[src/rtl/bit_serializer_if.sv]
// +----------------------------------------------------------------------+
// | Module : bit_serializer_if                                           |
// | Brief  : Word handshake and serial-line bundle for bit_serializer.   |
// | Rev    : 1.0  initial release                                        |
// +----------------------------------------------------------------------+
`default_nettype none

interface bit_serializer_if #(
    parameter int W = 8
);
    localparam int IW = $clog2(W + 1);

    logic [W-1:0]  din;
    logic          din_valid;
    logic          din_ready;
    logic          ser_out;
    logic          bit_valid;
    logic          last_bit;
    logic          busy;
    logic [IW-1:0] bit_idx;

    modport master (
        output din, din_valid,
        input  din_ready, ser_out, bit_valid, last_bit, busy, bit_idx
    );

    modport slave (
        input  din, din_valid,
        output din_ready, ser_out, bit_valid, last_bit, busy, bit_idx
    );
endinterface

`default_nettype wire

[src/rtl/bit_serializer.sv]
// +----------------------------------------------------------------------+
// | Module : bit_serializer                                              |
// | Brief  : Parallel-in/serial-out stage; one bit per clock, framed.    |
// |          Optional even-parity bit: define SERIALIZER_PARITY_EN.      |
// | Rev    : 1.0  initial release                                        |
// +----------------------------------------------------------------------+
`default_nettype none

module bit_serializer #(
    parameter int W          = 8,
    parameter bit MSB_FIRST  = 1'b1,
    parameter bit IDLE_LEVEL = 1'b0
) (
    input  wire logic     clk,
    input  wire logic     rst,
    bit_serializer_if.slave bus
);
    localparam int            IW       = $clog2(W + 1);
    localparam logic [IW-1:0] LAST_IDX = IW'(W - 1);

`ifdef SERIALIZER_PARITY_EN
    localparam logic [IW-1:0] PAR_IDX  = IW'(W);
    typedef enum logic [1:0] {
        S_IDLE   = 2'd0,
        S_SHIFT  = 2'd1,
        S_PARITY = 2'd2
    } state_t;
`else
    typedef enum logic [1:0] {
        S_IDLE   = 2'd0,
        S_SHIFT  = 2'd1
    } state_t;
`endif

    state_t        state_q, state_d;
    logic [W-1:0]  shreg_q, shreg_d;
    logic          ser_q, ser_d;
    logic          bv_q, bv_d;
    logic          last_q, last_d;
    logic [IW-1:0] idx_q, idx_d;
`ifdef SERIALIZER_PARITY_EN
    logic          par_q, par_d;
`endif

    logic accept;
    logic load;
    logic go_idle;

`ifdef SERIALIZER_PARITY_EN
    assign bus.din_ready = (state_q == S_IDLE) || (state_q == S_PARITY);
`else
    // Ready on the final data bit lets the next word follow with no gap.
    assign bus.din_ready = (state_q == S_IDLE) || ((state_q == S_SHIFT) && last_q);
`endif

    assign accept        = bus.din_valid && bus.din_ready;
    assign bus.ser_out   = ser_q;
    assign bus.bit_valid = bv_q;
    assign bus.last_bit  = last_q;
    assign bus.busy      = (state_q != S_IDLE);
    assign bus.bit_idx   = idx_q;

    always_comb begin
        state_d = state_q;
        shreg_d = shreg_q;
        ser_d   = ser_q;
        bv_d    = bv_q;
        last_d  = last_q;
        idx_d   = idx_q;
`ifdef SERIALIZER_PARITY_EN
        par_d   = par_q;
`endif
        load    = 1'b0;
        go_idle = 1'b0;

        case (state_q)
            S_IDLE: begin
                load = accept;
            end
            S_SHIFT: begin
                if (idx_q == LAST_IDX) begin
`ifdef SERIALIZER_PARITY_EN
                    state_d = S_PARITY;
                    ser_d   = par_q;
                    bv_d    = 1'b1;
                    last_d  = 1'b1;
                    idx_d   = PAR_IDX;
`else
                    load    = accept;
                    go_idle = !accept;
`endif
                end else begin
                    // Shift register holds the bits not yet driven, next one at the head.
                    ser_d   = MSB_FIRST ? shreg_q[W-1] : shreg_q[0];
                    shreg_d = MSB_FIRST ? {shreg_q[W-2:0], 1'b0} : {1'b0, shreg_q[W-1:1]};
                    idx_d   = idx_q + IW'(1);
`ifdef SERIALIZER_PARITY_EN
                    last_d  = 1'b0;
`else
                    last_d  = ((idx_q + IW'(1)) == LAST_IDX);
`endif
                end
            end
`ifdef SERIALIZER_PARITY_EN
            S_PARITY: begin
                load    = accept;
                go_idle = !accept;
            end
`endif
            default: begin
                go_idle = 1'b1;
            end
        endcase

        if (load) begin
            state_d = S_SHIFT;
            ser_d   = MSB_FIRST ? bus.din[W-1] : bus.din[0];
            shreg_d = MSB_FIRST ? {bus.din[W-2:0], 1'b0} : {1'b0, bus.din[W-1:1]};
            bv_d    = 1'b1;
            last_d  = 1'b0;
            idx_d   = '0;
`ifdef SERIALIZER_PARITY_EN
            par_d   = ^bus.din;
`endif
        end else if (go_idle) begin
            state_d = S_IDLE;
            ser_d   = IDLE_LEVEL;
            bv_d    = 1'b0;
            last_d  = 1'b0;
            idx_d   = '0;
        end
    end

    always_ff @(posedge clk) begin
        if (rst) begin
            state_q <= S_IDLE;
            shreg_q <= '0;
            ser_q   <= IDLE_LEVEL;
            bv_q    <= 1'b0;
            last_q  <= 1'b0;
            idx_q   <= '0;
`ifdef SERIALIZER_PARITY_EN
            par_q   <= 1'b0;
`endif
        end else begin
            state_q <= state_d;
            shreg_q <= shreg_d;
            ser_q   <= ser_d;
            bv_q    <= bv_d;
            last_q  <= last_d;
            idx_q   <= idx_d;
`ifdef SERIALIZER_PARITY_EN
            par_q   <= par_d;
`endif
        end
    end
endmodule

`default_nettype wire

[src/flat_wrapper.sv]
// flat-port wrapper written by rule: the top's interface ports become plain ports
module bit_serializer_flat 
#(
    parameter int W          = 8,
    parameter bit MSB_FIRST  = 1'b1,
    parameter bit IDLE_LEVEL = 1'b0
)
  (clk, rst, bus_din, bus_din_valid, bus_din_ready, bus_ser_out, bus_bit_valid, bus_last_bit, bus_busy, bus_bit_idx);
  bit_serializer_if #(.W(W)) bus_i ();
  input  wire logic clk;
  input  wire logic rst;
  input wire logic [$bits(bus_i.din)-1:0] bus_din;
  input wire logic [$bits(bus_i.din_valid)-1:0] bus_din_valid;
  output wire logic [$bits(bus_i.din_ready)-1:0] bus_din_ready;
  output wire logic [$bits(bus_i.ser_out)-1:0] bus_ser_out;
  output wire logic [$bits(bus_i.bit_valid)-1:0] bus_bit_valid;
  output wire logic [$bits(bus_i.last_bit)-1:0] bus_last_bit;
  output wire logic [$bits(bus_i.busy)-1:0] bus_busy;
  output wire logic [$bits(bus_i.bit_idx)-1:0] bus_bit_idx;
  assign bus_i.din = bus_din;
  assign bus_i.din_valid = bus_din_valid;
  assign bus_din_ready = bus_i.din_ready;
  assign bus_ser_out = bus_i.ser_out;
  assign bus_bit_valid = bus_i.bit_valid;
  assign bus_last_bit = bus_i.last_bit;
  assign bus_busy = bus_i.busy;
  assign bus_bit_idx = bus_i.bit_idx;
  bit_serializer #(.W(W), .MSB_FIRST(MSB_FIRST), .IDLE_LEVEL(IDLE_LEVEL)) u_core (.clk(clk), .rst(rst), .bus(bus_i));
endmodule
[config.mk]
export PLATFORM = sky130hd
export DESIGN_NAME = bit_serializer_flat
export DESIGN_NICKNAME = d
export VERILOG_FILES = /design/src/rtl/bit_serializer_if.sv /design/src/rtl/bit_serializer.sv /design/src/flat_wrapper.sv
export SDC_FILE = /design/constraint.sdc
export NUM_CORES = 1
export LEC_CHECK = 0
export ABC_AREA = 1
export CAP_MARGIN = 15
export CORE_MARGIN = 1.5
export CORE_UTILIZATION = 35
export DETAILED_ROUTE_END_ITERATION = 16
export PLACE_DENSITY = 0.59
export SLEW_MARGIN = 20
export SYNTH_ARGS = -nofsm -noshare
export SYNTH_HDL_FRONTEND = slang
export SYNTH_SLANG_ARGS = --single-unit
[constraint.sdc]
create_clock -name clk -period 3.27 [get_ports clk]
set_input_delay 0.654 -clock clk [delete_from_list [all_inputs] [get_ports clk]]
set_output_delay 0.654 -clock clk [all_outputs]
set_load 0.02 [all_outputs]
Yosys cells after proc, flatten, opt, wreduce, memory -nomap -nowiden:

Cells that the tools add are included.

* $add $sub $neg: 1
* equality and inequality tests: 4
* mux-type cells: 15
* bitwise gates (word level): 1
* reductions and logical operators: 12

Operators by type and width (count)
* 2-to-1 mux 8 bit: 3
* 2-to-1 mux 1 bit: 10
* == test 4 x 3 -> 1 bit, second input constant: 2
* AND reduction 2 bit: 3
* adder 4 x 1 -> 4 bit, second input constant: 1
* case mux 1 bit (2 select lines): 2
* nonzero test 2 bit: 2
* inequality test 3 x 1 -> 1 bit, second input constant: 1
* nonzero test 3 bit: 1
* OR reduction 3 bit: 1
* logical AND 1 bit: 2
* logical NOT 2 bit: 1
* inequality test 2 x 1 -> 1 bit, second input constant: 1
* logical NOT 1 bit: 1
* logical OR 1 bit: 1
* inverter 1 bit: 1

* register bits: 15
* input port bits: 11

Depth between registers and ports, before layout:

* depth in word-level cells: 8
* depth in mapped cells: 9

Least setup slack after synthesis:

No wires, ideal clock.

* kind: register -> output
* start: register u_core.state_q[0]
* end: output bus_din_ready
* arrival: 0.722 ns
* data required time: 2.616 ns
* slack: 1.894 ns
* stages on the path, launching flop included: 3
* path buffers: 1
* cell sequence: dfxtp_1 buf_6 nand2_4

* word-level cells in the longest chain between the ends: 2

Ends and longest elaborated chain
* start: declaration: RTL line bit_serializer.sv:35 `state_t state_q, state_d;`
* start signal: assignment: RTL line bit_serializer.sv:146 `state_q <= state_d;`
* logical NOT 2 bit or logical AND 1 bit (tied branches): RTL line bit_serializer.sv:53 `assign bus.din_ready = (state_q == S_IDLE) || ((state_q == S_SHIFT) && last_q);`
* logical OR 1 bit (*): RTL line bit_serializer.sv:53
* end: declaration: RTL line flat_wrapper.sv:14 `output wire logic [$bits(bus_i.din_ready)-1:0] bus_din_ready;`

Mark *: on every way between the ends. The rest lies on a longest branch, timed or not.

Final worst setup path:

* start: register u_core.state_q[0]
* end: output bus_busy

RTL lines
* end: declaration: RTL line flat_wrapper.sv:18 `output wire logic [$bits(bus_i.busy)-1:0] bus_busy;`

No word-level cell between the ends.

==> PnR_summary.wiki <==
{| class="wikitable"
! Metric !! Value
|-
| TritonCTS clock tree || done
|-
| Actual transition at the worst max-transition pin || 0.523 ns
|-
| Number of synthesis warnings || 0
|-
| Adder-cell area share of the yosys netlist || 3.25%
|-
| 1st-iter DRT viols || 13
|-
| Effective utilization at floorplan || 38.1%
|-
| Number of vias per cell || 4.54
|-
| Cell taking the most area after synthesis || sky130_fd_sc_hd__dfxtp_1
|-
| Die Wd || 49.9 um
|-
| Synthesized-area fraction occupied by and/or/nand/nor cells || 39.9%
|-
| Most used cells in the layout excluding fill and tap cells || sky130_fd_sc_hd__nand2_1 (28), sky130_fd_sc_hd__clkdlybuf4s50_1 (19), sky130_fd_sc_hd__inv_1 (14), sky130_fd_sc_hd__nand3_1 (14), sky130_fd_sc_hd__dfxtp_1 (14)
|-
| Routed via count || 695
|-
| Largest net degree at the start of global routing || 17
|-
| Number of antenna cells inserted || 0
|-
| Area growth from synthesis to layout || 29.4%
|-
| Tcrit/Tclk final || 69.9%
|-
| Parity-gate share of the synthesized area counting xor and xnor cells || 1.14%
|-
| # fillers || 213
|-
| Worst-path fanout max || 11
|-
| Post-cts repair resize count || 0
|-
| Clock tree buffer depth || 2
|-
| Overall overflow remaining after global route || 0
|-
| Synthesized netlist net count || 119
|-
| Post-synthesis sequential area ratio || 36.4%
|-
| Kind of end point of the critical path || output port
|-
| #FFs+latches synth || 14
|-
| Pwr Density || 388 nW/um2
|-
| Fraction of final layout cells sized beyond drive strength 1 || 12.7%
|-
| Count of distinct cell types in the synthesized netlist || 20
|-
| Worst-skew pair later-pin latency || 0.27 ns
|-
| Final-layout worst hold slack || 0.470 ns
|-
| Data required time at the worst endpoint || 2.62 ns
|-
| Slack of the worst reg-to-reg path || 1.81 ns
|-
| Wire length of the first global-routing pass || 2.56 mm
|-
| Overall die area || 2490 um2
|-
| Mean instance size in the synthesized netlist || 7.27 um2
|-
| Clock-pin slew reported for the worst setup and hold paths after clock tree synthesis || 0.09 ns
|-
| Detailed-route wire length || 1.55 mm
|-
| Max-Cap Viols || 0
|-
| Final critical-path required period || 2.29 ns
|-
| Number of setup violations in the final report || 0
|-
| Min-delay worst type || flop to flop
|-
| Number of buffers added to fix hold violations after cts || 0
|-
| Cell chosen for the clock root || sky130_fd_sc_hd__clkbuf_4
|-
| Final RePlAce weighted congestion || 0.795
|-
| Most common cell after layout, fill and taps aside || sky130_fd_sc_hd__nand2_1
|-
| CTS sink count || 14
|-
| Die height || 49.9 um
|-
| Flip-flop and latch area || 280 um2
|-
| Average wire per cell in the routed design || 10.1 um
|-
| Cts bufs inserted || 3
|-
| Dpl hpwl || 1.11 mm
|-
| Synth Area in Compound Gates || 7.31%
|-
| Site row count || 16
|-
| Startpoint Class || flop
|-
| Core Region || 2020 um2
|-
| Mux share of post-synthesis cell area || 0%
|-
| Peak supply drop || 0.211 mV
|-
| Normalized max-slew margin || 65.1%
|-
| Placed cell area || 961 um2
|-
| Multi-input gate area || 398 um2
|-
| Biggest area contributors in the synthesized netlist || sky130_fd_sc_hd__dfxtp_1 (36%), sky130_fd_sc_hd__nand2_1 (14%), sky130_fd_sc_hd__nand3_1 (9.1%), sky130_fd_sc_hd__inv_1 (6.8%), sky130_fd_sc_hd__nand3_2 (5.2%)
|-
| Cell count after synthesis || 106
|-
| Number of nets in the layout || 140
|-
| Initial DRT Pass Iterations || 4
|-
| Remaining routing DRC violations || 0
|-
| Ports placed on the boundary || 20
|-
| Worst path bufs/invs || 1
|-
| H-tree depth reported by CTS || 1
|-
| Tot GR Track Use || 13.7%
|-
| RSZ-0062 raised after global routing || false
|-
| CP Cell Sequence || clkdlybuf4s50_1
|-
| Highest Clock Rate || 0.437 GHz
|-
| Worst endpoint data arrival time || 1.63 ns
|-
| Slew Viols, Final || 0
|-
| Post-route core utilization || 49.3%
|-
| Area fraction of the dominant cell type after synthesis || 36.4%
|-
| Largest delay contributor family on the critical path || buffers and inverters
|-
| Initial antenna violation count || 0
|-
| Number of setup buffers added after CTS || 0
|-
| Worst Skew || 0.00218 ns
|-
| Count of endpoints failing hold in the final timing report || 0
|-
| Post-route design area || 997 um2
|-
| Critical setup path kind || flop to output port
|-
| Routed Antenna Nets || 0
|-
| Status || complete, no violations
|-
| Combined area of all synthesized cells || 771 um2
|-
| Vias in the first global route || 576
|-
| CP max stage cell || sky130_fd_sc_hd__clkdlybuf4s50_1
|-
| CP peak stage delay || 0.70 ns
|-
| Final TNS setup || 0 ns
|-
| IO buf count || 19
|-
| Dominant combinational cell family by area after synthesis || simple AND/OR/NAND/NOR gates
|-
| Leakage || 0.434 nW
|}
==> cell families (layout without fill, tap and decap cells) <==
kind of cell / after synthesis / count (layout)
AO/OA/AOI/OAI: 9 / 9
adder cells (fa/ha/maj): 2 / 2
AND/OR/NAND/NOR: 62 / 62
buffers and inverters: 18 / 38
flip-flops: 14 / 14
XOR/XNOR: 1 / 1
==> sequential cells by signal (all words and copies together), names as in the netlist <==
signal,cells
u_core.bus.last_bit,1
u_core.state_q,1
u_core.shreg_q,7
u_core.bus.ser_out,1
u_core.bus.bit_idx,4
==> cells in the mapped netlist (all sizes together) <==
master and number:
nand3 18, xor2 1, dfxtp 14, nand4 1, nor2 10, inv 15, o211ai 1, ha 2
buf 3, or2 1, a21oi 8, nand2 32
==> power breakdown <==
| group | internal, W | leakage [nW] | total, W | switching [W] |
|---|---|---|---|---|
| sequential | 0.000179 | 0.114 | 0.000189 | 0.00000956 |
| clock | 0.0000676 | 0.0210 | 0.000122 | 0.0000544 |
| combinational | 0.0000350 | 0.299 | 0.0000757 | 0.0000407 |
| total | 0.000282 | 0.434 | 0.000387 | 0.000105 |
==> worst register-to-register path, cell delays in order (launching register included) <==
cell and delay, ns:
sky130_fd_sc_hd__dfxtp_1 0.41, sky130_fd_sc_hd__ha_1 0.27, sky130_fd_sc_hd__nand3_2 0.11, sky130_fd_sc_hd__nand2_4 0.19, sky130_fd_sc_hd__nand2_2 0.11, sky130_fd_sc_hd__inv_4 0.10, sky130_fd_sc_hd__nand2_1 0.05, sky130_fd_sc_hd__nand3_1 0.06
sky130_fd_sc_hd__nand2_1 0.05, sky130_fd_sc_hd__inv_1 0.05
==> metal layers <==
layer | track usage (%) | vias to the layer above | part of all wire (%)
met5 | 0 | - | 0
met4 | 10.6 | 0 | 1.7
met1 | 17.7 | 304 | 51
met3 | 2.42 | 2 | 3.4
met2 | 20.0 | 14 | 43
li1 | - | 375 | -
==> layout make-up <==
cell class,instances,share of cell area (%)
multi-input cells,74,39.9
flip-flops and latches,14,28.1
repair buffers,19,19.1
inverters,15,5.90
clock buffers,4,3.64
well taps,27,3.39
==> stage by stage <==
stage | total power [W] | cells | worst slack [ns]
2_1_floorplan | 0.000243 | 106 | 1.89
5_1_grt | 0.000412 | 153 | 0.902
3_3_place_gp | 0.000268 | 149 | 1.32
6_report | 0.000387 | 153 | 0.984
4_1_cts | 0.000394 | 153 | 0.976
3_5_place_dp | 0.000269 | 149 | 1.29
==> final timing paths <==
| check | from | endpoint | depth (start not counted) |
|---|---|---|---|
| max reg2reg | u_core.bus.bit_idx[1] | u_core.shreg_q[7] | 9 |
| max | u_core.state_q[0] | bus_busy | 1 |
| min reg2reg | u_core.bus.ser_out | u_core.bus.ser_out | 2 |
| min | u_core.bus.ser_out | u_core.bus.ser_out | 2 |
Note: power is estimated with default switching activity, not from simulation.
